**src/rtl/comp_pkg.sv**
```systemverilog
// -----------------------------------------------------------------------------
// comp_pkg
// Shared types and constants for the bit-serial magnitude comparator.
//   state_t  : scan controller states (IDLE, SHIFT, DONE), 2-bit encoding
//   CMP_*    : result flag encodings, packed as {gt, eq, lt}
// -----------------------------------------------------------------------------
package comp_pkg;

    typedef enum logic [1:0] {
        IDLE  = 2'd0,
        SHIFT = 2'd1,
        DONE  = 2'd2
    } state_t;

    // Result flags are kept packed as {gt, eq, lt}; exactly one bit set after a
    // completed compare, all clear before the first one.
    localparam logic [2:0] CMP_NONE = 3'b000;
    localparam logic [2:0] CMP_GT   = 3'b100;
    localparam logic [2:0] CMP_EQ   = 3'b010;
    localparam logic [2:0] CMP_LT   = 3'b001;

    localparam int FLAG_GT_BIT = 2;
    localparam int FLAG_EQ_BIT = 1;
    localparam int FLAG_LT_BIT = 0;

endpackage

```
**src/rtl/comp1bit.sv**
```systemverilog
// -----------------------------------------------------------------------------
// comp1bit
// Combinational one-bit magnitude compare slice (unsigned sense).
// Ports:
//   a, b  in   operand bits
//   gt    out  a > b  (a=1, b=0)
//   eq    out  a == b
//   lt    out  a < b  (a=0, b=1)
// -----------------------------------------------------------------------------
module comp1bit (
    input  logic a,
    input  logic b,
    output logic gt,
    output logic eq,
    output logic lt
);

    assign gt = a & ~b;
    assign lt = ~a & b;
    assign eq = ~(a ^ b);

endmodule

```
**src/rtl/comp_nbit_serial.sv**
```systemverilog
// -----------------------------------------------------------------------------
// comp_nbit_serial
// Bit-serial, MSB-first magnitude comparator for WIDTH-bit operands. A start
// request in IDLE or DONE latches A and B and scans one bit per clock from the
// MSB down, stopping at the first differing bit. done pulses for one cycle when
// the result flags have been updated; the flags then hold until the next
// accepted start.
//
// Parameters:
//   WIDTH  operand width in bits (>= 2)
// Ports:
//   clk    in   rising-edge clock
//   rst    in   asynchronous active-high reset
//   start  in   compare request, honoured only in IDLE or DONE
//   A, B   in   operands, captured on an accepted start
//   busy   out  high while scanning
//   done   out  one-cycle pulse, flags valid/updated
//   AgB    out  A > B
//   AeB    out  A == B
//   AlB    out  A < B
// Configuration:
//   COMP_SIGNED_CMP_EN  when defined, operands are two's complement: the sense
//                       of the MSB comparison is inverted. Lower bits compare
//                       unsigned either way.
// -----------------------------------------------------------------------------
module comp_nbit_serial
    import comp_pkg::*;
#(
    parameter int WIDTH = 4
) (
    input  logic             clk,
    input  logic             rst,
    input  logic             start,
    input  logic [WIDTH-1:0] A,
    input  logic [WIDTH-1:0] B,
    output logic             busy,
    output logic             done,
    output logic             AgB,
    output logic             AeB,
    output logic             AlB
);

    localparam int              CNT_W   = $clog2(WIDTH);
    localparam logic [CNT_W-1:0] IDX_MSB = CNT_W'(WIDTH - 1);

    state_t           state_reg, state_next;
    logic [WIDTH-1:0] a_reg, a_next;
    logic [WIDTH-1:0] b_reg, b_next;
    logic [CNT_W-1:0] idx_reg, idx_next;
    logic [2:0]       flags_reg, flags_next;

    logic slice_gt, slice_eq, slice_lt;
    logic bit_gt, bit_lt;

    // Single slice, fed with the bit currently under the scan index.
    comp1bit u_slice (
        .a  (a_reg[idx_reg]),
        .b  (b_reg[idx_reg]),
        .gt (slice_gt),
        .eq (slice_eq),
        .lt (slice_lt)
    );

`ifdef COMP_SIGNED_CMP_EN
    // Two's complement: a set sign bit means the smaller value, so the MSB
    // decision is swapped. All lower bits keep their unsigned weight.
    logic at_msb;
    assign at_msb = (idx_reg == IDX_MSB);
    assign bit_gt = at_msb ? slice_lt : slice_gt;
    assign bit_lt = at_msb ? slice_gt : slice_lt;
`else
    assign bit_gt = slice_gt;
    assign bit_lt = slice_lt;
`endif

    // State and datapath registers.
    always_ff @(posedge clk or posedge rst) begin
        if (rst) begin
            state_reg <= IDLE;
            a_reg     <= '0;
            b_reg     <= '0;
            idx_reg   <= '0;
            flags_reg <= CMP_NONE;
        end else begin
            state_reg <= state_next;
            a_reg     <= a_next;
            b_reg     <= b_next;
            idx_reg   <= idx_next;
            flags_reg <= flags_next;
        end
    end

    // Next-state and datapath update.
    always_comb begin
        state_next = state_reg;
        a_next     = a_reg;
        b_next     = b_reg;
        idx_next   = idx_reg;
        flags_next = flags_reg;

        unique case (state_reg)
            IDLE, DONE: begin
                if (start) begin
                    // DONE accepts start as well, giving back-to-back compares
                    // with no idle cycle in between.
                    state_next = SHIFT;
                    a_next     = A;
                    b_next     = B;
                    idx_next   = IDX_MSB;
                    flags_next = CMP_NONE;
                end else begin
                    state_next = IDLE;
                end
            end
            SHIFT: begin
                // start is deliberately ignored here; operands are already latched.
                if (bit_gt) begin
                    flags_next = CMP_GT;
                    state_next = DONE;
                end else if (bit_lt) begin
                    flags_next = CMP_LT;
                    state_next = DONE;
                end else if (slice_eq && (idx_reg == '0)) begin
                    flags_next = CMP_EQ;
                    state_next = DONE;
                end else begin
                    idx_next = idx_reg - 1'b1;
                end
            end
            default: begin
                state_next = IDLE;
            end
        endcase
    end

    assign busy = (state_reg == SHIFT);
    assign done = (state_reg == DONE);
    assign AgB  = flags_reg[FLAG_GT_BIT];
    assign AeB  = flags_reg[FLAG_EQ_BIT];
    assign AlB  = flags_reg[FLAG_LT_BIT];

endmodule
```
**config.mk**
```make
export PLATFORM = sky130hd
export DESIGN_NAME = comp_nbit_serial
export DESIGN_NICKNAME = d
export VERILOG_FILES = /design/src/rtl/comp_pkg.sv /design/src/rtl/comp1bit.sv /design/src/rtl/comp_nbit_serial.sv
export SDC_FILE = /design/constraint.sdc
export NUM_CORES = 1
export LEC_CHECK = 0
export ABC_AREA = 1
export CAP_MARGIN = 30
export CORE_MARGIN = 2
export CORE_UTILIZATION = 44
export DETAILED_ROUTE_END_ITERATION = 10
export GPL_TIMING_DRIVEN = 1
export PLACE_DENSITY = 0.73
export SETUP_SLACK_MARGIN = 0.15
export SKIP_LAST_GASP = 1
export SLEW_MARGIN = 0
export SYNTH_ARGS = -nofsm -noshare
export SYNTH_HDL_FRONTEND = slang
export SYNTH_SLANG_ARGS = --single-unit
```
**constraint.sdc**
```tcl
create_clock -name clk -period 1.39 [get_ports clk]
set_input_delay 0.139 -clock clk [delete_from_list [all_inputs] [get_ports clk]]
set_output_delay 0.139 -clock clk [all_outputs]
set_load 0.01 [all_outputs]
```
==> results <==
## power by group through the flow
stage	sequential (mW)	combinational (mW)	clock (mW)
finish	0.766	1.90	0.246
CTS	0.743	1.45	0.252
floorplan	0.756	1.02	0
global route	0.790	2.11	0.273
detailed placement	0.759	1.42	0
global placement	0.757	1.38	0
## area by class of cell
class                           count  area [µm²]
Clock buffer                        4        26.3
Fill cell                         152         581
Inverter                           15        58.8
Multi-Input combinational cell     65         405
Sequential cell                    15         375
Tap cell                           25        31.3
Timing Repair Buffer               26         223
Timing Repair inverter              1        7.51
## layout by cell type (no fill, tap or decap), drive strengths merged
cell type / netlist / layout
buf: 1 / 13
clkdlybuf4s50: 0 / 10
clkbuf: 0 / 4
inv: 15 / 15
clkinvlp: 0 / 1
o211ai: 2 / 2
dfrtp: 15 / 15
nand3: 6 / 6
a21oi: 6 / 6
ha: 3 / 3
dlymetal6s2s: 0 / 1
o21ai: 2 / 2
nor2: 7 / 7
nand2: 39 / 39
dlygate4sd2: 0 / 2
## what timing repair did
item                       in CTS  in global routing
resized for setup              10                 20
cloned                          0                  1
setup buffers                   2                  3
pin swaps                       0                  7
setup endpoints to repair      12                  9
## routing by layer
metal  track usage  vias up
met5             0        -
li1              -      360
met3        0.0353        4
met4        0.0514        0
met1         0.172      312
met2         0.267       13
## worst max-delay path, delay by kind of cell, from the launching register on
family | cells | cell delay, ns
adder cells (fa/ha/maj) | 1 | 0.29
flip-flops | 1 | 0.45
AND/OR/NAND/NOR | 7 | 0.45
AO/OA/AOI/OAI | 1 | 0.23
buffers and inverters | 2 | 0.18
## metrics by stage
stage / hold WS [ns] / TNS, ns / setup WS (ns) / std cells / total power, mW
CTS: 0.168 / -1.39 / -0.254 / 147 / 2.45
floorplan: 0.0405 / -0.469 / -0.101 / 96 / 1.78
global placement: 0.457 / -0.838 / -0.159 / 141 / 2.14
detailed placement: 0.459 / -1.33 / -0.245 / 141 / 2.18
global route: 0.175 / -2.82 / -0.469 / 151 / 3.17
finish: 0.163 / -2.01 / -0.337 / 151 / 2.91
## cell families (layout without fill, tap and decap cells)
| group | Yosys count | after routing | synth area share |
|---|---|---|---|
| and+or+nand+nor | 52 | 52 | 0.324 |
| buffers and inverters | 16 | 46 | 0.0853 |
| adders and majority gates | 3 | 3 | 0.0474 |
| DFF | 15 | 15 | 0.474 |
| AOI/OAI and AO/OA | 10 | 10 | 0.0695 |
## worst paths after layout
path                           endpoint  slack [ns]  cells past startpoint
setup / recovery           flags_reg[2]       -0.34                     11
hold / removal             flags_reg[0]        0.16                      3
setup reg to reg           flags_reg[2]       -0.34                     11
hold reg to reg            flags_reg[0]        0.48                      2
max in group asynchronous      a_reg[3]        1.05                      3
min in group clk               b_reg[1]        0.41                      3
==> impl_results.md <==
* Placer Congestion at 0.803
* Clk slew on worst S/H paths at 0.09 ns
* Total grt overflow at 0
* Worst Setup SP: idx_reg[0]
* Share of layout cells above drive strength 1 at 0.325
* WL per Instance at 10.6 µm
* Synth cell types at 14
* H-tree level count at 1
* Comb pwr share at 0.652
* Total GRT Usage at 0.150
* Synth Instances at 96
* # DRC at 0
* Setup CP Type: register to register
* CTS tree: yes
* Violated checks: negative setup slack
* Crit-path max FO at 4
* CTS Sinks at 15
* Met3 wire length at 47 µm
* Hold Vio Cnt, Final at 0
* Vias in the first global route at 576
* Critical Path End Type: register
* Fin crit period at 1.73 ns
* Critical path startpoint category: register
* Met1 wire length at 702 µm
* Register area share after synthesis at 0.474
* Internal power at 1.59 mW
* WL met2 at 807 µm
* Count of pins over their slew limit at 0
* Initial DRC count at 14
* Util after Layout at 0.660
* Yosys reg bits at 15
* Layout Skew at 0.00376 ns
* Die width at 46.4 µm
* Net switching power at 1.32 mW
* Final wirelength at 1590 µm
* Vias at 689
* Placeable Area at 0.00171 mm²
* Final setup fails at 7
* Fin nets at 141
* Max Cap Viol at 0
* CP Data Required Time at 1.56 ns
* Total nets after synthesis at 110
* Period utilisation layout at 1.24
* Synth Warn # at 0
* Synth cell count leaders: nand2_1 (32), dfrtp_1 (15), inv_1 (13)
* Outcome: complete, but fails checks
* Die height at 46.4 µm
* Post-synth EDFFs at 0
* Most frequent cell after synthesis: nand2_1
* Hold buffer count at CTS at 0
* 1st-pass router iterations at 4
* Area Growth Syn to Fin at 42.3%
* Die area at 0.00216 mm²
* Largest net degree at the start of global routing at 16
* Yosys top cell area share at 0.474
* Post-route setup slack at -0.337 ns
* Worst slew pin tran at 0.206 ns
* DR vias/cell at 4.56
* Flop pwr share at 0.263
* # port buffers at 15
* Switching share of power at 0.452
* Top post-synthesis cells by area: dfrtp_1 (47%), nand2_1 (15%), inv_1 (6.2%)
* Max Used Layer: met4
* Most frequent CP cell: nand2_2
* Mapped Area at 792 µm²
* CTS root buffer: clkbuf_4
* Max incr delay on CP at 0.45 ns
* Hold crit path type: primary input to async pin
* IO Pins at 16
* Slowest-stage cell, CP: dfrtp_1
* First-pass GRT wire length at 2260 µm
* Asr flop ratio synth at 1.00
* N_diodes at 0
* Slew HR at 0.862
* Post-detail-place hpwl at 1110 µm
* Cell area power density at 2580 mW/mm²
* Leak Pwr at 0.622 nW
* Worst skew pair latency at 0.27 ns
* FP Rows at 15
* Cell area after layout at 0.00113 mm²
* ANT nets after route at 0
* VDD IR-drop max at 1.38 mV
* Syn_area_per_cell at 8.25 µm²
* Achievable Freq at 579 MHz
* Initial Utilization at 0.464
* Worst-path cell chain: clkinvlp_4 -> o211ai_1 -> nand2_2 -> ha_4 -> nand2_4 -> nand2_4 -> inv_2 -> nand2_2 -> nand2_2 -> nand2_2 -> nand2_1
* Synth area leader: dfrtp_1
* Critical Path AT at 1.90 ns
* Post-Place Cell Area at 0.00101 mm²
* RR Startpoint: idx_reg[0]
* Top FF cell, synth: dfrtp_1
* Unrepaired setup endpoints after global routing: true
* Cts bufs inserted at 3
* Clk pwr share at 0.085
* Antenna violations before repair at 0
* Maximum root-to-sink buffer count at 2
(Power assumes the default switching activity.)
==> variant 1, RTL diff (same flow settings) <==
Reset style: synchronous (`rst`), changed in one clocked block. Comments in the files are not updated.
--- a/src/rtl/comp_nbit_serial.sv
+++ b/src/rtl/comp_nbit_serial.sv
@@ -75,5 +75,5 @@
 
     // State and datapath registers.
-    always_ff @(posedge clk or posedge rst) begin
+    always_ff @(posedge clk) begin
         if (rst) begin
             state_reg <= IDLE;
Behaviour: differs if rst is asserted again (counterexample within 4 cycles, from zero or initial values and one cycle with rst high); with rst held inactive, the same outputs for 10 cycles.
==> variant 1 against the unedited design <==
Sequential cell count stayed put; highest routed layer unchanged; hold slack improved by 300 ps; sequential share of layout area fell by 5.0 points; final area is 3.2% lower; global-route usage grew 4.3 points; wire length up 13%; the run still ends with setup timing left; worst setup slack gained 220 ps; synthesized area shrank 5.5%.
Power is not compared: it rests on default switching activity, and its combinational part moved more than twofold at a synthesized area within 25%.
==> variant 1: results (changes against the unedited design) <==
stage	metric	value	unit	change
run_status	outcome	finished, violations left		
run_status	violations	setup timing		
synthesis	syn-num-nets	124		+13%
place	dpl.hpwl	1220	µm	+9.4%
finish	antenna_cells	0		unchanged
synthesis	ys_seq_area_share	40.1	%	-7.3 points
timing	clock-skew-final	5.48	ps	+1.72 ps
place	preCtsSetupSlack	-136	ps	+109 ps
finish	num-fill-cells	139		-8.6%
timing	slew_headroom	82.2	%	-4.0 points
global_route	track_usage	19.2	%	+4.3 points
power	vdd_drop_max	0.717	mV	
clock_tree	htreeDepth	1		unchanged
clock_tree	clock_latency	280	ps	
detailed_routing	drt_wl_total	1810	µm	+13%
global_route	grt_first_pass_wirelength	2810	µm	+24%
global_route	grt_max_degree	12		-4
clock_tree	path_clk_slew	90	ps	about the same
detailed_routing	drtPass1Iterations	4		unchanged
place	port_buffers	15		unchanged
setup_path	crit_fanout	6		+2
global_route	antenna_found_initial	0		unchanged
detailed_routing	vias	760		+10%
synthesis	yosys_warnings	0		unchanged
synthesis	ys_async_sr_fraction	0	%	-100 points
synthesis	synth_common_cells	nand2_1 (27), nor2_1 (27), dfxtp_1 (15)		
clock_tree	cts.path.max_buffers	2		unchanged
synthesis	ys.flop_type	dfxtp_1		
finish	drive_above_1_share	31.9	%	-0.69 points
clock_tree	root_buffer	clkbuf_4		
min_path	hold_class	input port to flop		
timing	tns	-459	ps	+1560 ps
finish	fin_nets	150		+6.4%
synthesis	ys_top_cells_by_area	dfxtp_1 (40%), nand2_1 (14%), nor2_1 (14%)		
timing	setup_ws	-115	ps	+223 ps
place	place_area	966	µm²	-4.3%
detailed_routing	drt_iter0_markers	5		-9
place	gp_congestion	0.852		+6.2%
synthesis	synth_edf_count	0		unchanged
clock_tree	cts_inserted_buffers	3		unchanged
synthesis	synthDistinctLibCells	14		unchanged
setup_path	worst-endpoint-arrival	1690	ps	-210 ps
setup_path	cp-endpoint	idx_reg[1]$_SDFFE_PP0P_		
power	power.leakage	0.000515	µW	
setup_path	crit_start	idx_reg[0]$_SDFFE_PP0P_		
timing	setup_viol	7		unchanged
setup_path	r2r_cells	11		unchanged
global_route	grt_pass1_vias	687		+19%
[variant 1: changes by cell type after synthesis, sizes merged, moves of 5 or more]
cell,change
a21oi,-5
dfrtp,-15
dfxtp,+15
nand2,-7
nor2,+20
o21ai,+6
[variant 1: logic make-up (layout without fill, tap and decap cells)]
logic type,count (synthesis),count (layout),synth area share (%)
flops,15,15,40.1
simple gates,67,67,39.5
buf+inv,16,41,9.36
compound gates,9,9,6.02
fa+ha+maj,3,3,5.02
[variant 1: critical path, cell delays in order (launching register included)]
cell,delay [ps]
dfxtp_4,400
inv_6,50
nand2_2,50
nand3_2,60
nand2_2,80
inv_2,50
ha_4,270
nand2_4,70
nand2_4,70
nand2_4,60
a21oi_1,180
nor2_1,60
[variant 1: stage by stage]
stage | std cells | util [%]
floorplan | 110 | -
global placement | 144 | 62.7
detailed placement | 144 | 62.7
CTS | 149 | 66.3
global route | 151 | 70.8
finish | 151 | 70.8
[variant 1: metal layers]
metal,global-route usage [%],up-vias,routed length (µm)
li1,-,389,-
met1,23.5,346,747
met2,32.0,18,940
met3,4.00,7,74
met4,8.82,0,42
met5,0,-,0
[variant 1: final cells by class]
| class | instances | area (µm²) | area share (%) |
|---|---|---|---|
| inverter | 15 | 66.3 | 6.08 |
| tap | 16 | 20.0 | 1.83 |
| timing repair buffer | 22 | 196 | 18.0 |
| sequential | 15 | 309 | 28.3 |
| clock buffer | 4 | 26.3 | 2.41 |
| multi-input combinational | 79 | 473 | 43.3 |
[variant 1: timing repair]
item | 4_1_cts | 5_1_grt
gates cloned | 0 | 0
resized for setup | 15 | 18
pin swaps | 5 | 10
setup buffers | 1 | 2
endpoints found under the setup margin | 12 | 8
[variant 1: worst min-delay path by stage]
stage	from	endpoint	slack (ps)	depth (start not counted)
global placement	b_reg[3]$_SDFFE_PP0N_	b_reg[3]$_SDFFE_PP0N_	470	2
global route	B[0]	b_reg[0]$_SDFFE_PP0N_	500	3
finish	B[3]	b_reg[3]$_SDFFE_PP0N_	470	3
floorplan	rst	state_reg[0]$_SDFFE_PP0P_	210	1
detailed placement	b_reg[3]$_SDFFE_PP0N_	b_reg[3]$_SDFFE_PP0N_	480	2
CTS	B[3]	b_reg[3]$_SDFFE_PP0N_	470	3
[variant 1: power by group]
group	switching, µW	internal [µW]
Clock	139	111
Sequential	56.4	498
Combinational	422	339
Total	617	949
==> variant 2, RTL diff (config.mk and constraints unchanged) <==
Made on the original files. Build with the macro `COMP_SIGNED_CMP_EN` defined.
--- a/src/rtl/comp_nbit_serial.sv
+++ b/src/rtl/comp_nbit_serial.sv
@@ -24,4 +24,6 @@
 //                       unsigned either way.
 // -----------------------------------------------------------------------------
+`define COMP_SIGNED_CMP_EN
+
 module comp_nbit_serial
     import comp_pkg::*;
Formal check against the unedited RTL: not equivalent (Yosys sat finds a counterexample within 4 cycles, from zero or initial values and one cycle with rst high).
==> variant 2 against the unedited design <==
The run still ends with setup timing left; sequential power grew 3.5%; final area up 18%; synthesized area is 5.7% higher; total power increased by 22%; count of clock-buffer cells in the layout unchanged; clock skew rose by 2.9 ps; sequential cell count did not move; die area is 5.2% higher; worst setup slack better by 59 ps; synthesized cell count down 4.2%; wire length up 29%; critical path depth grew 1.
==> variant 2: results (changes against the unedited design) <==
stage	metric	value	unit	change
run_status	outcome	finished, violations left		
run_status	violations	setup timing		
setup_path	cpMaxStageDelayCell	dfrtp_2		
detailed_routing	drt_iter0_markers	7		-7
synthesis	synth_common_cells	nand2_1 (31), dfrtp_1 (15), inv_1 (14)		
power	vdd_drop_max	1.41	mV	+2.2%
global_route	met2_usage	33.2	%	+6.6 points
detailed_routing	met3_length	59	µm	+26%
timing	clock-skew-final	6.68	ps	+2.92 ps
global_route	grtUsageMet3	3.40	%	-0.13 points
synthesis	syn_inst	92		-4.2%
setup_path	critical_path.top_delay_family	simple AND/OR/NAND/NOR gates		
synthesis	yosys.area.top_type_share	44.8	%	-2.6 points
synthesis	synth_fa_ha_area_share	8.97	%	+4.2 points
finish	area_growth	59.3	%	
finish	drive_above_1_share	52.2	%	+20 points
synthesis	synth-compound-area-share	0.598	%	-6.4 points
synthesis	ys_seq_area_share	44.8	%	-2.6 points
place	place_area	1130	µm²	+12%
place	dpl.hpwl	1320	µm	+19%
synthesis	ys_top_cells_by_area	dfrtp_1 (45%), nand2_1 (14%), mux2_4 (11%)		
detailed_routing	drt_wl_total	2060	µm	+29%
timing	setup_ws	-279	ps	+58.8 ps
synthesis	syn-num-nets	109		-0.91%
place	gp_congestion	0.780		-2.8%
detailed_routing	m1WireLength	812	µm	+16%
global_route	grt_first_pass_wirelength	2930	µm	+29%
setup_path	r2r_cells	12		+1
detailed_routing	wl_met2	1120	µm	+39%
global_route	grt_pass1_vias	693		+20%
timing	tightest_slew	239	ps	+32.9 ps
place	dp.cells	147		+4.3%
power	internal-power	2000	µW	+26%
detailed_routing	wl_per_cell	12.9	µm	+22%
global_route	track_usage	19.4	%	+4.4 points
timing	setup_viol	7		unchanged
synthesis	synthDistinctLibCells	14		unchanged
power	power.leakage	0.000703	µW	+13%
## variant 2: timing repair
item | 4_1_cts | 5_1_grt
gates resized for setup | 12 | 31
setup endpoints to repair | 12 | 17
cloned | 0 | 0
buffers inserted | 4 | 4
pin swaps | 2 | 10
## variant 2: layout make-up
type	instances	area, µm²
Multi-Input combinational cell	62	524
Sequential cell	15	377
Fill cell	127	430
Inverter	14	55.1
Tap cell	25	31.3
Timing Repair Buffer	39	320
Clock buffer	4	26.3
## variant 2: stage by stage
stage	TNS [ps]	setup slack (ps)	util (%)	hold slack (ps)
CTS	-1760	-295	67.7	59.7
floorplan	-846	-157	-	40.4
global placement	-1330	-234	64.3	376
detailed placement	-1820	-297	64.3	374
global route	-2320	-378	75.6	81.5
finish	-1660	-279	75.6	54.7
## variant 2: power by group through the flow
stage / sequential, µW / clock (µW) / combinational [µW]
finish: 793 / 249 / 2490
global route: 813 / 272 / 2710
CTS: 772 / 252 / 1870
detailed placement: 789 / 0 / 1760
global placement: 782 / 0 / 1710
floorplan: 765 / 0 / 1050
